$ cat config.mk
export PLATFORM = sky130hd
export DESIGN_NAME = rx_gather_fifo
export DESIGN_NICKNAME = d
export VERILOG_FILES = /design/src/rtl/rx_gather_fifo.sv
export SDC_FILE = /design/constraint.sdc
export NUM_CORES = 1
export LEC_CHECK = 0
export CAP_MARGIN = 20
export CORE_ASPECT_RATIO = 1.4
export CORE_MARGIN = 5
export CORE_UTILIZATION = 39
export DETAILED_ROUTE_END_ITERATION = 7
export PLACE_DENSITY = 0.56
export SLEW_MARGIN = 20
export SYNTH_ARGS = -nofsm -noshare
export SYNTH_HDL_FRONTEND = slang
export SYNTH_SLANG_ARGS = --single-unit
export TNS_END_PERCENT = 10
$ cat constraint.sdc
create_clock -name clk -period 7.8 [get_ports clk]
set_clock_uncertainty 0.15 [all_clocks]
set_input_delay 0.78 -clock clk [delete_from_list [all_inputs] [get_ports clk]]
set_output_delay 0.78 -clock clk [all_outputs]
set_load 0.05 [all_outputs]
$ cat src/rtl/rx_gather_fifo.sv
// Receive byte FIFO: one byte pushed per cycle, 1..LaneCount bytes popped per access from interleaved lane banks.
// Optional sticky overrun flag is built when HIPPO_RX_OVERRUN_EN is defined.
module rx_gather_fifo #(
   parameter int DepthBytes = 64,
   parameter int LaneCount  = 4,
   parameter int LevelWidth = $clog2(DepthBytes) + 1
) (
   input  logic                   clk,
   input  logic                   reset,
   input  logic                   push_valid,
   input  logic [7:0]             push_data,
   output logic                   push_ready,
   input  logic                   pop_req,
   input  logic [2:0]             pop_width,
   output logic                   pop_accept,
   output logic                   pop_valid,
   output logic [8*LaneCount-1:0] pop_data,
   output logic [LevelWidth-1:0]  level,
   output logic                   overrun,
   input  logic                   overrun_clear
);

   localparam int PtrWidth  = $clog2(DepthBytes);
   localparam int RowCount  = DepthBytes / LaneCount;
   localparam int RowWidth  = (RowCount > 1) ? $clog2(RowCount) : 1;
   localparam int LaneWidth = (LaneCount > 1) ? $clog2(LaneCount) : 1;

   logic [7:0]           bank [LaneCount][RowCount];
   logic [PtrWidth-1:0]  wr_ptr;
   logic [PtrWidth-1:0]  rd_ptr;
   logic [LaneWidth-1:0] wr_lane;
   logic [RowWidth-1:0]  wr_row;
   logic [LaneWidth-1:0] rd_lane;
   logic [RowWidth-1:0]  rd_row;
   logic [RowWidth-1:0]  lane_row  [LaneCount];
   logic [7:0]           lane_byte [LaneCount];
   logic [8*LaneCount-1:0] data_next;
   logic                 push_fire;
   logic                 width_ok;

   assign wr_lane = LaneWidth'(wr_ptr % PtrWidth'(LaneCount));
   assign wr_row  = RowWidth'(wr_ptr / PtrWidth'(LaneCount));
   assign rd_lane = LaneWidth'(rd_ptr % PtrWidth'(LaneCount));
   assign rd_row  = RowWidth'(rd_ptr / PtrWidth'(LaneCount));

   assign push_ready = (level != LevelWidth'(DepthBytes));
   assign push_fire  = push_valid && push_ready;
   assign width_ok   = (pop_width != 3'd0) && (int'(pop_width) <= LaneCount);
   assign pop_accept = pop_req && width_ok && (level >= LevelWidth'(pop_width));

   // Lanes below the starting lane belong to the next row of the access.
   always_comb begin
      for (int l = 0; l < LaneCount; l++) begin
         lane_row[l] = rd_row;
         if (l < int'(rd_lane)) begin
            lane_row[l] = (int'(rd_row) == RowCount - 1) ? '0 : rd_row + RowWidth'(1);
         end
         lane_byte[l] = bank[l][lane_row[l]];
      end
   end

   // Oldest byte lands in the most significant valid slot; unused slots are zero.
   always_comb begin
      data_next = '0;
      for (int j = 0; j < LaneCount; j++) begin
         if (j < int'(pop_width)) begin
            data_next[8*j +: 8] =
               lane_byte[LaneWidth'((int'(rd_lane) + int'(pop_width) - 1 - j) % LaneCount)];
         end
      end
   end

   always_ff @(posedge clk) begin
      if (push_fire) begin
         bank[wr_lane][wr_row] <= push_data;
      end
   end

   always_ff @(posedge clk) begin
      if (reset) begin
         wr_ptr    <= '0;
         rd_ptr    <= '0;
         level     <= '0;
         pop_valid <= 1'b0;
         pop_data  <= '0;
      end else begin
         if (push_fire) begin
            wr_ptr <= wr_ptr + PtrWidth'(1);
         end
         if (pop_accept) begin
            rd_ptr   <= rd_ptr + PtrWidth'(pop_width);
            pop_data <= data_next;
         end
         level     <= level + LevelWidth'(push_fire)
                      - (pop_accept ? LevelWidth'(pop_width) : LevelWidth'(0));
         pop_valid <= pop_accept;
      end
   end

`ifdef HIPPO_RX_OVERRUN_EN
   always_ff @(posedge clk) begin
      if (reset) begin
         overrun <= 1'b0;
      end else if (overrun_clear) begin
         overrun <= 1'b0;
      end else if (push_valid && !push_ready) begin
         overrun <= 1'b1;
      end
   end
`else
   logic unused_overrun_clear;
   assign unused_overrun_clear = overrun_clear;
   assign overrun = 1'b0;
`endif

endmodule

# ---- Word-level counts from Yosys, hierarchy flattened
# Memory sizes are Yosys's and may differ from the RTL's.
# Cells that the tools add are included.
# W data, S select, Z words.
dict set report totals {
  regBits 52
  mem_bits_rw 512
  inputBits 16
  out_inout_bits 43
  word_cells 89
  mem_count 1
}
# memory depth width rd rd_ports_with_merged_regs write_ports line
set mem_list {}
lappend mem_list {bank 4 128 4 0 1 28} ;# logic [7:0] bank [LaneCount][RowCount];
dict set report classes {
  n_addsub 10
  magnitude_cmp 19
  eq_ne 2
  mux 37
  bitwise 9
  n_reduce_logical 6
}
# cell count
set ops {}
lappend ops {{$mux W8} 21}
lappend ops {{$bmux W8 S4} 4}
lappend ops {{$mux W128} 1}
lappend ops {{$bmux W8 S2} 4}
lappend ops {{$demux W8 S4} 1}
lappend ops {{$ge A5 B5 Y1 const B} 5}
lappend ops {{$not A4 Y5} 5}
lappend ops {{$mux W4} 4}
lappend ops {{$ge A2 B3 Y1 const B} 4}
lappend ops {{$not A2 Y2} 4}
lappend ops {{$add A7 B1 Y7} 1}
lappend ops {{$ge A7 B3 Y1} 1}
lappend ops {{$ne A7 B7 Y1 const B} 1}
lappend ops {{$sub A7 B3 Y7} 1}
lappend ops {{$add A6 B1 Y6 const B} 1}
lappend ops {{$add A6 B3 Y6} 1}
lappend ops {{$lt A1 B3 Y1 const A} 2}
lappend ops {{$lt A2 B3 Y1 const A} 2}
lappend ops {{$logic_and A1 B1 Y1} 5}
lappend ops {{$lt A5 B1 Y1 const B} 1}
lappend ops {{$add A4 B1 Y4 const B} 1}
lappend ops {{$eq A4 B1 Y1 const B} 1}
lappend ops {{$lt A1 B2 Y1 const A} 2}
lappend ops {{$sub A2 B1 Y2 const B} 2}
lappend ops {{other kinds (7)} 8}

# ---- Longest topological paths before layout
dict set report depth {
  ltp_word 11
  mapped_depth 20
  depth_no_buf 19
}

# ---- Least setup slack after synthesis
# Ideal clock, no wire load.
dict set report synth_timing {
  path_kind {in2reg}
  startpoint {input pop_width[1]}
  endpoint {register level[6]}
  setup_time_ns 0.070
  t_arrival_ns 4.322
  t_required_ns 7.580
  slack_ns 3.257
  cell_stages 19
  path_buffers 1
  cell_sequence {inv_1 ha_1 nor2b_1 o21a_1 o21a_1 o21a_1 o21ai_1 inv_1 clkbuf_1 nand2_1 ha_1 fa_1 a21o_1 a21oi_1 nor2_1 nor2_1 nor2_1 or3_1 a21oi_1}
}
dict set report synth_via {
  elab_chain_cells 6
  word_cells_on_any_way 8
  classes_between {add/sub (1); order compare (2); mux (1); reduce/logical (4)}
}
# item line
set synth_rtl {}
lappend synth_rtl {{from (decl)} 14} ;# input logic [2:0] pop_width,
lappend synth_rtl {{branches (longest 3 deep; another with $ge A7 B3 Y1)} n/a}
lappend synth_rtl {{$logic_and A1 B1 Y1 *} 49} ;# assign pop_accept = pop_req && width_ok && (level >= LevelWidth'(pop_width));
lappend synth_rtl {{via pop_accept} 15} ;# output logic pop_accept,
lappend synth_rtl {{$mux W3 *} 95} ;# - (pop_accept ? LevelWidth'(pop_width) : LevelWidth'(0));
lappend synth_rtl {{$sub A7 B3 Y7 *} 95}
lappend synth_rtl {{to (signal assigned)} 94} ;# level <= level + LevelWidth'(push_fire)
lappend synth_rtl {{to (decl)} 18} ;# output logic [LevelWidth-1:0] level,
# Mark *: on every way through the listed nets, which the timed path passes.
# A chain may end at the register's enable or synchronous reset.

# ---- Final worst setup path
dict set report layout_timing {
  startpoint {input pop_width[2]}
  endpoint {output pop_accept}
}
dict set report layout_via {
  elab_chain_cells 4
  word_cells_on_any_way 6
  classes_between {order compare (2); reduce/logical (4)}
}
# item line
set layout_rtl {}
lappend layout_rtl {{branches (longest 3 deep; another with $ge A7 B3 Y1)} n/a}
lappend layout_rtl {{$logic_and A1 B1 Y1 *} 49}
lappend layout_rtl {{to (decl)} 15}
# Every way passes the cells marked *.

==> impl_metrics.json <==
{
  "status": "complete, no violations",
  "io_buffers": 56,
  "relSlewSlack": 0.2458,
  "grt_max_degree": 65,
  "startpoint_type": "input pin",
  "cts-resized-gates": 0,
  "synthFlopType": "edfxtp_1",
  "clock_path_buffers": 3,
  "r2r_slack_ns": 2.92,
  "crit_path_end_kind": "output port",
  "dpl_cell_area_um2": 26070,
  "layout_commonest_cell": "edfxtp_1",
  "chipWidth_um": 223.1,
  "post-route-period-util": 0.6326,
  "grt_pass1_vias": 14850,
  "dp_hpwl_mm": 41.31,
  "worst-setup-path-type": "in2out",
  "antennaDiodeCount": 0,
  "vdd_drop_max_mv": 0.1702,
  "finalCriticalPeriod_ns": 4.934,
  "numClockSinks": 564,
  "synth_top_cell_area_share": 0.6202,
  "synthSimpleGateAreaFrac": 0.07289,
  "drc_errors": 0,
  "area_growth_pct": 11.69,
  "grt.total_usage": 0.1796,
  "worstMarginPinSlew_ns": 1.131,
  "wl_per_cell_um": 24.94,
  "synth_cell_types": 86,
  "ant_nets": 0,
  "synth_seq_cells": 564,
  "setup_viol": 0,
  "leakage_nw": 8.999,
  "routabilityCongestion": 0.8478,
  "synth_area_leaders": "edfxtp_1, mux4_2, dfxtp_1, mux2i_1, and2_1",
  "drt-pass1-iter-count": 6,
  "synth_compound_area_frac": 0.09641,
  "rsz0062_at_grt": "no",
  "holdCritPathClass": "reg2reg",
  "synth_top_area_cell": "edfxtp_1",
  "clk_latency_ns": 0.59,
  "routed_wl_mm": 63.35,
  "die_area_um2": 68780,
  "cts_hold_buffers": 0,
  "synth_cells": 1623,
  "antenna_found_initial": 0,
  "maxCapViolCount": 0,
  "cts_setup_buffers": 0,
  "synth_area_um2": 24790,
  "dr.first_iter.drc_count": 1476,
  "via_per_inst": 5.778,
  "num_io_pins": 59,
  "avgSynthCellArea_um2": 15.27,
  "async_flop_share": 0,
  "ys_seq_area_frac": 0.6622,
  "multi_input_area_um2": 7732,
  "gr-total-overflow": 0,
  "core_um2": 63140,
  "final_area_um2": 27690,
  "max_freq_mhz": 202.7,
  "initial_utilization": 0.3926,
  "clock-root-buffer": "clkbuf_16",
  "vias": 14680,
  "tns_ns": 0,
  "synthAdderAreaFrac": 0.01474,
  "h-tree-depth": 2,
  "synth_fp_nets": 1667,
  "yosysWarnings": 0,
  "grt_pass1_wl_mm": 95.12,
  "fill_cells": 5615,
  "crit_arrival_ns": 4.00,
  "cellPowerDensity_nw_per_um2": 271.2,
  "synthXorXnorAreaFrac": 0.007016,
  "synth_top_family_by_area": "multiplexers",
  "rows": 109,
  "nets": 1709,
  "die_y_um": 308.3,
  "report.final.slew_viol_count": 0,
  "place_ws_ns": 2.487,
  "synth_mux_area_frac": 0.1203,
  "hold_violations": 0,
  "layout_common_cells": "edfxtp_1, nand2_1, mux4_2",
  "cts_tree": "yes",
  "cts.reportedPaths.clkPinSlew_ns": 0.06,
  "synth_edf_count": 512,
  "layout-drive-gt1-share": 0.1557,
  "worstPathMaxFanout": 16,
  "crit_required_ns": 6.87,
  "numCtsBuffers": 52,
  "layout.area.seq_um2": 16420,
  "setup_ws_ns": 2.866
}
## path summary, 6_finish.rpt
check	cells after the start	endpoint	start
worst max-delay path	10	pop_accept	pop_width[2]
worst min-delay path	2	pop_data[10]	pop_data[10]
worst max register to register	10	pop_data[7]	rd_ptr[2]
worst min register to register	2	pop_data[10]	pop_data[10]
## synth_stat cells (8+ instances only)
cell	count
a21oi_1	51
o22ai_1	16
a22o_1	11
a221oi_1	15
o221ai_1	8
buf_6	9
and3_1	16
mux2i_1	56
ha_1	26
buf_2	32
a22oi_1	24
and4_1	8
a31oi_1	18
mux4_2	86
nand2_1	107
a32o_1	8
o21ai_0	57
mux2_2	35
dfxtp_1	52
clkbuf_1	42
edfxtp_1	512
nor3_1	14
inv_1	29
a211oi_1	20
nor2_1	85
a2bb2oi_1	12
nand3_1	24
xnor2_1	11
o211ai_1	9
buf_4	15
a32oi_1	13
and2_1	71
## per-stage QoR
step	power, W	instances	util	hold WS [ns]
4_1_cts	0.007564	2540	0.4385	0.3222
5_1_grt	0.007810	2540	0.4385	0.3473
3_5_place_dp	0.005143	2443	0.4129	0.3049
6_report	0.007508	2540	0.4385	0.3209
3_3_place_gp	0.005122	2443	0.4129	0.2988
2_1_floorplan	0.004642	1623	-	0.3443
## registers in the layout, indices dropped and copies added (netlist names)
register,flops
level,7
pop_valid,1
pop_data,32
bank,512
wr_ptr,6
rd_ptr,6
## power by group
| group | internal (W) | switching (W) |
|---|---|---|
| Combinational | 0.000602 | 0.00105 |
| Sequential | 0.00336 | 0.0000570 |
| Clock | 0.00132 | 0.00112 |
## cell families (layout without fill, tap and decap cells)
kind of cell | count (synthesis) | after routing
xor+xnor | 19 | 19
fa+ha+maj | 28 | 28
mux | 181 | 181
compound gates | 335 | 335
simple gates | 365 | 365
buf+inv | 130 | 215
flops | 564 | 564
other cells | 1 | 1
## metal layers
layer	vias to the layer above	wire [µm]	global-route usage
li1	6555	-	-
met1	7564	25610	0.2260
met2	447	32370	0.3184
met3	110	2866	0.02209
met4	0	2512	0.06742
met5	-	0	0
## layout make-up
type,count,area share
Sequential cell,564,0.5931
Clock inverter,34,0.007682
Clock buffer,63,0.05066
Timing Repair Buffer,89,0.02775
Multi-Input combinational cell,929,0.2793
Tap cell,832,0.03760
Inverter,29,0.003931
## worst max-delay path, stage by stage
cell,delay (ns)
clkdlybuf4s50_1,0.64
inv_1,0.15
ha_1,0.32
nor4bb_1,0.30
nand3_1,0.11
nand2_1,0.12
o21ai_1,0.09
buf_4,0.20
inv_1,0.39
clkdlybuf4s50_1,0.90
(Power assumes the default switching activity.)
